[config.mk]
export PLATFORM = sky130hd
export DESIGN_NAME = imem_program_loader
export DESIGN_NICKNAME = d
export VERILOG_FILES = /design/src/rtl/imem_program_loader_pkg.sv /design/src/rtl/loader_word_assembler.sv /design/src/rtl/imem_program_loader.sv
export SDC_FILE = /design/constraint.sdc
export NUM_CORES = 1
export LEC_CHECK = 0
export CORE_ASPECT_RATIO = 1.4
export CORE_MARGIN = 5
export CORE_UTILIZATION = 42
export DETAILED_ROUTE_END_ITERATION = 16
export PLACE_DENSITY = 0.65
export SLEW_MARGIN = 20
export SYNTH_ARGS = -nofsm -noshare
export SYNTH_HDL_FRONTEND = slang
export SYNTH_SLANG_ARGS = --single-unit
[constraint.sdc]
create_clock -name clock -period 2.59 [get_ports clock]
set_input_delay 0.259 -clock clock [delete_from_list [all_inputs] [get_ports clock]]
set_output_delay 0.259 -clock clock [all_outputs]
set_load 0.01 [all_outputs]
[src/rtl/imem_program_loader_pkg.sv]
// rtl/imem_program_loader_pkg.sv - shared constants and state encoding for the imem program loader
// IMEM_LOADER_CHECKSUM_EN adds the CKSUM state.
package imem_program_loader_pkg;

  localparam int HDR_W   = 16;
  localparam int BYTE_W  = 8;
  localparam int CKSUM_W = BYTE_W;

  typedef enum logic [2:0] {
    S_HDR_HI = 3'd0,
    S_HDR_LO = 3'd1,
    S_DATA   = 3'd2,
`ifdef IMEM_LOADER_CHECKSUM_EN
    S_CKSUM  = 3'd3,
`endif
    S_DONE   = 3'd4,
    S_ERROR  = 3'd5
  } state_e;

endpackage

[src/rtl/loader_word_assembler.sv]
// rtl/loader_word_assembler.sv - packs accepted bytes big-endian into 32-bit words
// Emits a registered one-cycle word-valid pulse after the 4th byte of each word.
module loader_word_assembler
  import imem_program_loader_pkg::*;
(
  input  logic              clock,
  input  logic              reset,
  input  logic              i_clear,
  input  logic              i_accept,
  input  logic [BYTE_W-1:0] i_byte,
  output logic              o_last,
  output logic              o_word_valid,
  output logic [31:0]       o_word
);

  logic [1:0]  r_byte_cnt;
  logic [23:0] r_hold;
  logic        r_word_valid;
  logic [31:0] r_word;

  assign o_last       = i_accept && (r_byte_cnt == 2'd3);
  assign o_word_valid = r_word_valid;
  assign o_word       = r_word;

  always_ff @(posedge clock or negedge reset) begin
    if (!reset) begin
      r_byte_cnt   <= 2'd0;
      r_hold       <= 24'd0;
      r_word_valid <= 1'b0;
      r_word       <= 32'd0;
    end else begin
      r_word_valid <= 1'b0;
      if (i_clear) begin
        r_byte_cnt <= 2'd0;
        r_hold     <= 24'd0;
      end else if (i_accept) begin
        // First byte of a word ends up in [31:24].
        if (r_byte_cnt == 2'd3) begin
          r_word       <= {r_hold, i_byte};
          r_word_valid <= 1'b1;
        end else begin
          r_hold <= {r_hold[15:0], i_byte};
        end
        r_byte_cnt <= r_byte_cnt + 2'd1;
      end
    end
  end

endmodule

[src/rtl/imem_program_loader.sv]
// rtl/imem_program_loader.sv - loads instruction memory from a byte stream, then releases the CPU
// Define IMEM_LOADER_CHECKSUM_EN to require a trailing XOR checksum byte.
module imem_program_loader
  import imem_program_loader_pkg::*;
#(
  parameter int INSTR_MEM_SIZE = 32,
  parameter int IMEM_AW        = $clog2(INSTR_MEM_SIZE)
) (
  input  logic               clock,
  input  logic               reset,
  input  logic [7:0]         in_data,
  input  logic               in_valid,
  output logic               in_ready,
  input  logic               start,
  output logic               imem_we,
  output logic [IMEM_AW-1:0] imem_addr,
  output logic [31:0]        imem_wdata,
  output logic               cpu_reset_n,
  output logic               done,
  output logic               error
);

  localparam int WCW = IMEM_AW + 1;
  localparam logic [HDR_W-1:0] MAX_N = HDR_W'(INSTR_MEM_SIZE);
`ifdef IMEM_LOADER_CHECKSUM_EN
  localparam state_e S_IMAGE_END = S_CKSUM;
`else
  localparam state_e S_IMAGE_END = S_DONE;
`endif

  state_e             r_state;
  state_e             w_state_next;
  logic [7:0]         r_hdr_hi;
  logic [HDR_W-1:0]   r_count_n;
  logic [WCW-1:0]     r_word_cnt;
  logic [IMEM_AW-1:0] r_imem_addr;
  logic               r_done;
  logic               r_error;
  logic               r_cpu_run;
  logic               w_accept;
  logic               w_restart;
  logic               w_data_accept;
  logic               w_word_last;
  logic               w_last_word;
  logic [HDR_W-1:0]   w_n_hdr;
`ifdef IMEM_LOADER_CHECKSUM_EN
  logic [CKSUM_W-1:0] r_xor;
`endif

  assign in_ready      = (r_state != S_DONE) && (r_state != S_ERROR);
  assign w_accept      = in_valid && in_ready;
  assign w_restart     = start && !in_ready;
  assign w_data_accept = w_accept && (r_state == S_DATA);
  assign w_n_hdr       = {r_hdr_hi, in_data};
  assign w_last_word   = ({{(HDR_W-WCW){1'b0}}, r_word_cnt} == (r_count_n - HDR_W'(1)));

  assign imem_addr   = r_imem_addr;
  assign cpu_reset_n = r_cpu_run;
  assign done        = r_done;
  assign error       = r_error;

  loader_word_assembler u_word_asm (
    .clock        (clock),
    .reset        (reset),
    .i_clear      (w_restart),
    .i_accept     (w_data_accept),
    .i_byte       (in_data),
    .o_last       (w_word_last),
    .o_word_valid (imem_we),
    .o_word       (imem_wdata)
  );

  always_ff @(posedge clock or negedge reset) begin
    if (!reset) r_state <= S_HDR_HI;
    else        r_state <= w_state_next;
  end

  always_comb begin
    w_state_next = r_state;
    case (r_state)
      S_HDR_HI: if (w_accept) w_state_next = S_HDR_LO;
      S_HDR_LO: begin
        if (w_accept) begin
          if (w_n_hdr > MAX_N)     w_state_next = S_ERROR;
          else if (w_n_hdr == '0)  w_state_next = S_IMAGE_END;
          else                     w_state_next = S_DATA;
        end
      end
      S_DATA: if (w_word_last && w_last_word) w_state_next = S_IMAGE_END;
`ifdef IMEM_LOADER_CHECKSUM_EN
      S_CKSUM: begin
        if (w_accept) w_state_next = ((r_xor ^ in_data) == '0) ? S_DONE : S_ERROR;
      end
`endif
      S_DONE, S_ERROR: if (start) w_state_next = S_HDR_HI;
      default: w_state_next = S_HDR_HI;
    endcase
  end

  always_ff @(posedge clock or negedge reset) begin
    if (!reset) begin
      r_hdr_hi    <= 8'd0;
      r_count_n   <= '0;
      r_word_cnt  <= '0;
      r_imem_addr <= '0;
      r_done      <= 1'b0;
      r_error     <= 1'b0;
      r_cpu_run   <= 1'b0;
    end else begin
      if (w_restart) begin
        r_hdr_hi    <= 8'd0;
        r_count_n   <= '0;
        r_word_cnt  <= '0;
        r_imem_addr <= '0;
      end else if (w_accept) begin
        if (r_state == S_HDR_HI) r_hdr_hi  <= in_data;
        if (r_state == S_HDR_LO) r_count_n <= w_n_hdr;
        if (w_word_last) begin
          r_imem_addr <= r_word_cnt[IMEM_AW-1:0];
          r_word_cnt  <= r_word_cnt + WCW'(1);
        end
      end
      // Status flags track the state being entered so they rise on the deciding edge.
      r_done    <= (w_state_next == S_DONE);
      r_error   <= (w_state_next == S_ERROR);
      r_cpu_run <= (w_state_next == S_DONE);
    end
  end

`ifdef IMEM_LOADER_CHECKSUM_EN
  always_ff @(posedge clock or negedge reset) begin
    if (!reset)        r_xor <= '0;
    else if (w_restart) r_xor <= '0;
    else if (w_accept)  r_xor <= r_xor ^ in_data;
  end
`endif

endmodule

==> metrics <==
Worst EP required=2.85 ns; top post-synthesis cells by area=dfrtp_1 (57%), nand2_1 (18%), a21oi_1 (4.3%), nand3_1 (2.8%), clkbuf_1 (2.0%); met1 usage=22.4%; Slew Viols, Final=0; Routed WL=10.1 mm; Max-Cap Viols=0; Core Util, Final=52.8%; starting density of the core=42.3%; CTS tree=done; Reg2Reg Depth=7; flop-to-flop setup slack=0.22 ns; I/O pin total=54; worst reg2reg startpoint=r_count_n[0]; Setup crit start=r_count_n[0]; global placement routability congestion=0.878; grt met3 use=3.40%; critical path launch point type=register; PortBufs=53; share of layout cells above drive strength 1=7.28%; clk_lat worst skew=0.34 ns; via density per instance=5.02; most common cell in the netlist=nand2_1; highest clock rate=0.422 GHz; antenna violations before repair=0; status=completed; post-synthesis sequential area ratio=57.2%; WL/cell=14.4 µm; met2 usage=29.0%; fin nets=573; count of different cell masters after synthesis=41; global-route wire length before repair=17.0 mm; Clock Tree Buf Depth=2; worst hold path type=in2async; largest net degree at the start of global routing=55; GRT busiest layer=met2; GRT Overall Usage=17.7%; power per cell area=838 nW/µm²; Antenna Cells=0; grt ovf=0; final setup fails=0; DRC marker count from the first detailed-route iteration=185; Crit. End Element=register; Layout area overhead=24.8%; synthesized instance count=501; Synth Register Bits=99; htree depth=3; cts bufs inserted=9; most frequent cells after synthesis=nand2_1 (213), dfrtp_1 (99), a21oi_1 (37); row count=44; post-DP HPWL=7.12 mm; Routed Antenna Nets=0; ys flop type=dfrtp_1; Yosys top cell area share=57.2%; RSZ-0062 raised after global routing=false; syn avg cell area=8.65 µm²; setup bufs post-CTS=0; critical register-to-register path endpoint=cpu_reset_n; Leak Pwr=2.60 nW; clk slew on worst S/H paths=0.07 ns; CTS sink cnt=99; cell area after synthesis=4330 µm²; Hold Vio Cnt, Final=0; residual DRC count=0; Final period util=91.5%; worst clock skew=0.00646 ns; Worst EP arrival=2.63 ns; Core Region=10200 µm²; Slew headroom=58.0%; Warnings, synthesis=0; Die Y=130 µm; Tmin final=2.37 ns; Peak VDD IR=0.458 mV; vias in the first global route=3436; Root Driver=clkbuf_16; via count=3516; Die X=95.8 µm; drt pass-1 iters=4; Crit Path Class=reg2reg; Resized cells post-CTS=0; Design Power=4.53 mW; cell taking the most area after synthesis=dfrtp_1; Synth async-reset ratio=100%; Post-synth EDFFs=0; Worst Path Max Fanout=5; Die ar.=12500 µm²; net count after synthesis=516; setup_tns=0 ns; worst slew pin tran=0.626 ns
-- how the worst max path moves through the flow --
| stage | endpoint | slack (ns) | cells after the start |
|---|---|---|---|
| floorplan | cpu_reset_n | 0.42 | 6 |
| global placement | cpu_reset_n | 0.17 | 7 |
| detailed placement | cpu_reset_n | 0.12 | 7 |
| CTS | cpu_reset_n | 0.19 | 7 |
| global route | cpu_reset_n | 0.1 | 7 |
| finish | cpu_reset_n | 0.22 | 7 |
-- placed cells by master, fill, tap and decap left out, drive strengths merged, types with 2 or more instances in the layout --
cell type,count
inv,6
nor3,9
clkinv,2
dfrtp,99
nand3,24
buf,20
clkbuf,10
nor4,6
clkinvlp,2
nand2,213
a21oi,37
xnor2,6
clkdlybuf4s50,52
nand4,4
xor2,3
ha,3
nor2,20
mux2i,2
o21ai,14
or3,4
nand2b,6
or4,2
o31ai,2
o22ai,2
-- cell type report --
cell class | instances | area, µm²
Sequential cell | 99 | 2480
Timing Repair Buffer | 73 | 693
Multi-Input combinational cell | 370 | 1730
Clock buffer | 10 | 239
Clock inverter | 6 | 72.6
Fill cell | 1004 | 4830
Tap cell | 138 | 173
Inverter | 5 | 18.8
-- critical path: stages (launching register included) --
cell      delay [ns]
dfrtp_1         0.39
buf_4           0.16
nor3_1          0.52
nand3_1         0.15
a21oi_1         0.17
o32ai_1         0.11
or4_4           0.58
a211oi_2        0.20
-- metal layers --
| metal | vias up | share of wire [%] | wire length [µm] |
|---|---|---|---|
| li1 | 1753 | - | - |
| met4 | 0 | 2.4 | 243 |
| met2 | 78 | 50 | 5090 |
| met5 | - | 0 | 0 |
| met3 | 17 | 4.4 | 442 |
| met1 | 1668 | 43 | 4350 |
-- power by group --
part	switching (mW)	leakage, nW	total, mW	internal (mW)
combinational	0.704	1.09	1.20	0.495
sequential	0.227	1.36	1.96	1.73
clock	0.590	0.149	1.38	0.787
total	1.52	2.60	4.53	3.01
-- per-stage QoR --
| stage | hold WS (ns) | cells | cell area, µm² | worst slack (ns) |
|---|---|---|---|---|
| final | 0.472 | 701 | 5410 | 0.221 |
| after global routing | 0.497 | 701 | 5410 | 0.0991 |
| after CTS | 0.476 | 701 | 5410 | 0.191 |
| after detailed placement | 0.305 | 684 | 5080 | 0.123 |
| after global placement | 0.299 | 684 | 5080 | 0.169 |
| after floorplan | -0.0366 | 501 | 4330 | 0.422 |
-- repair_timing --
item	CTS	global route
setup endpoints to repair	0	0
hold buffers	1	0
endpoints found under the hold margin	45	0
-- sequential cells by signal, indices dropped and copies added (netlist names) --
| register | cells |
|---|---|
| u_word_asm.o_word | 32 |
| u_word_asm.r_hold | 24 |
| r_count_n | 16 |
| r_hdr_hi | 8 |
| r_word_cnt | 6 |
| imem_addr | 5 |
| r_state | 3 |
| u_word_asm.r_byte_cnt | 2 |
| cpu_reset_n | 1 |
| error | 1 |
| u_word_asm.o_word_valid | 1 |
-- cell families (layout without fill, tap and decap cells) --
logic type,Yosys count,count (layout),share of synthesized area (%)
AOI/OAI and AO/OA,62,62,8.03
xor gates and xnor gates,9,9,1.82
adders and majority gates,3,3,0.866
buffers and inverters,32,94,2.89
DFF,99,99,57.2
muxes,2,2,0.462
and+or+nand+nor,294,294,28.8
(Power assumes the default switching activity.)
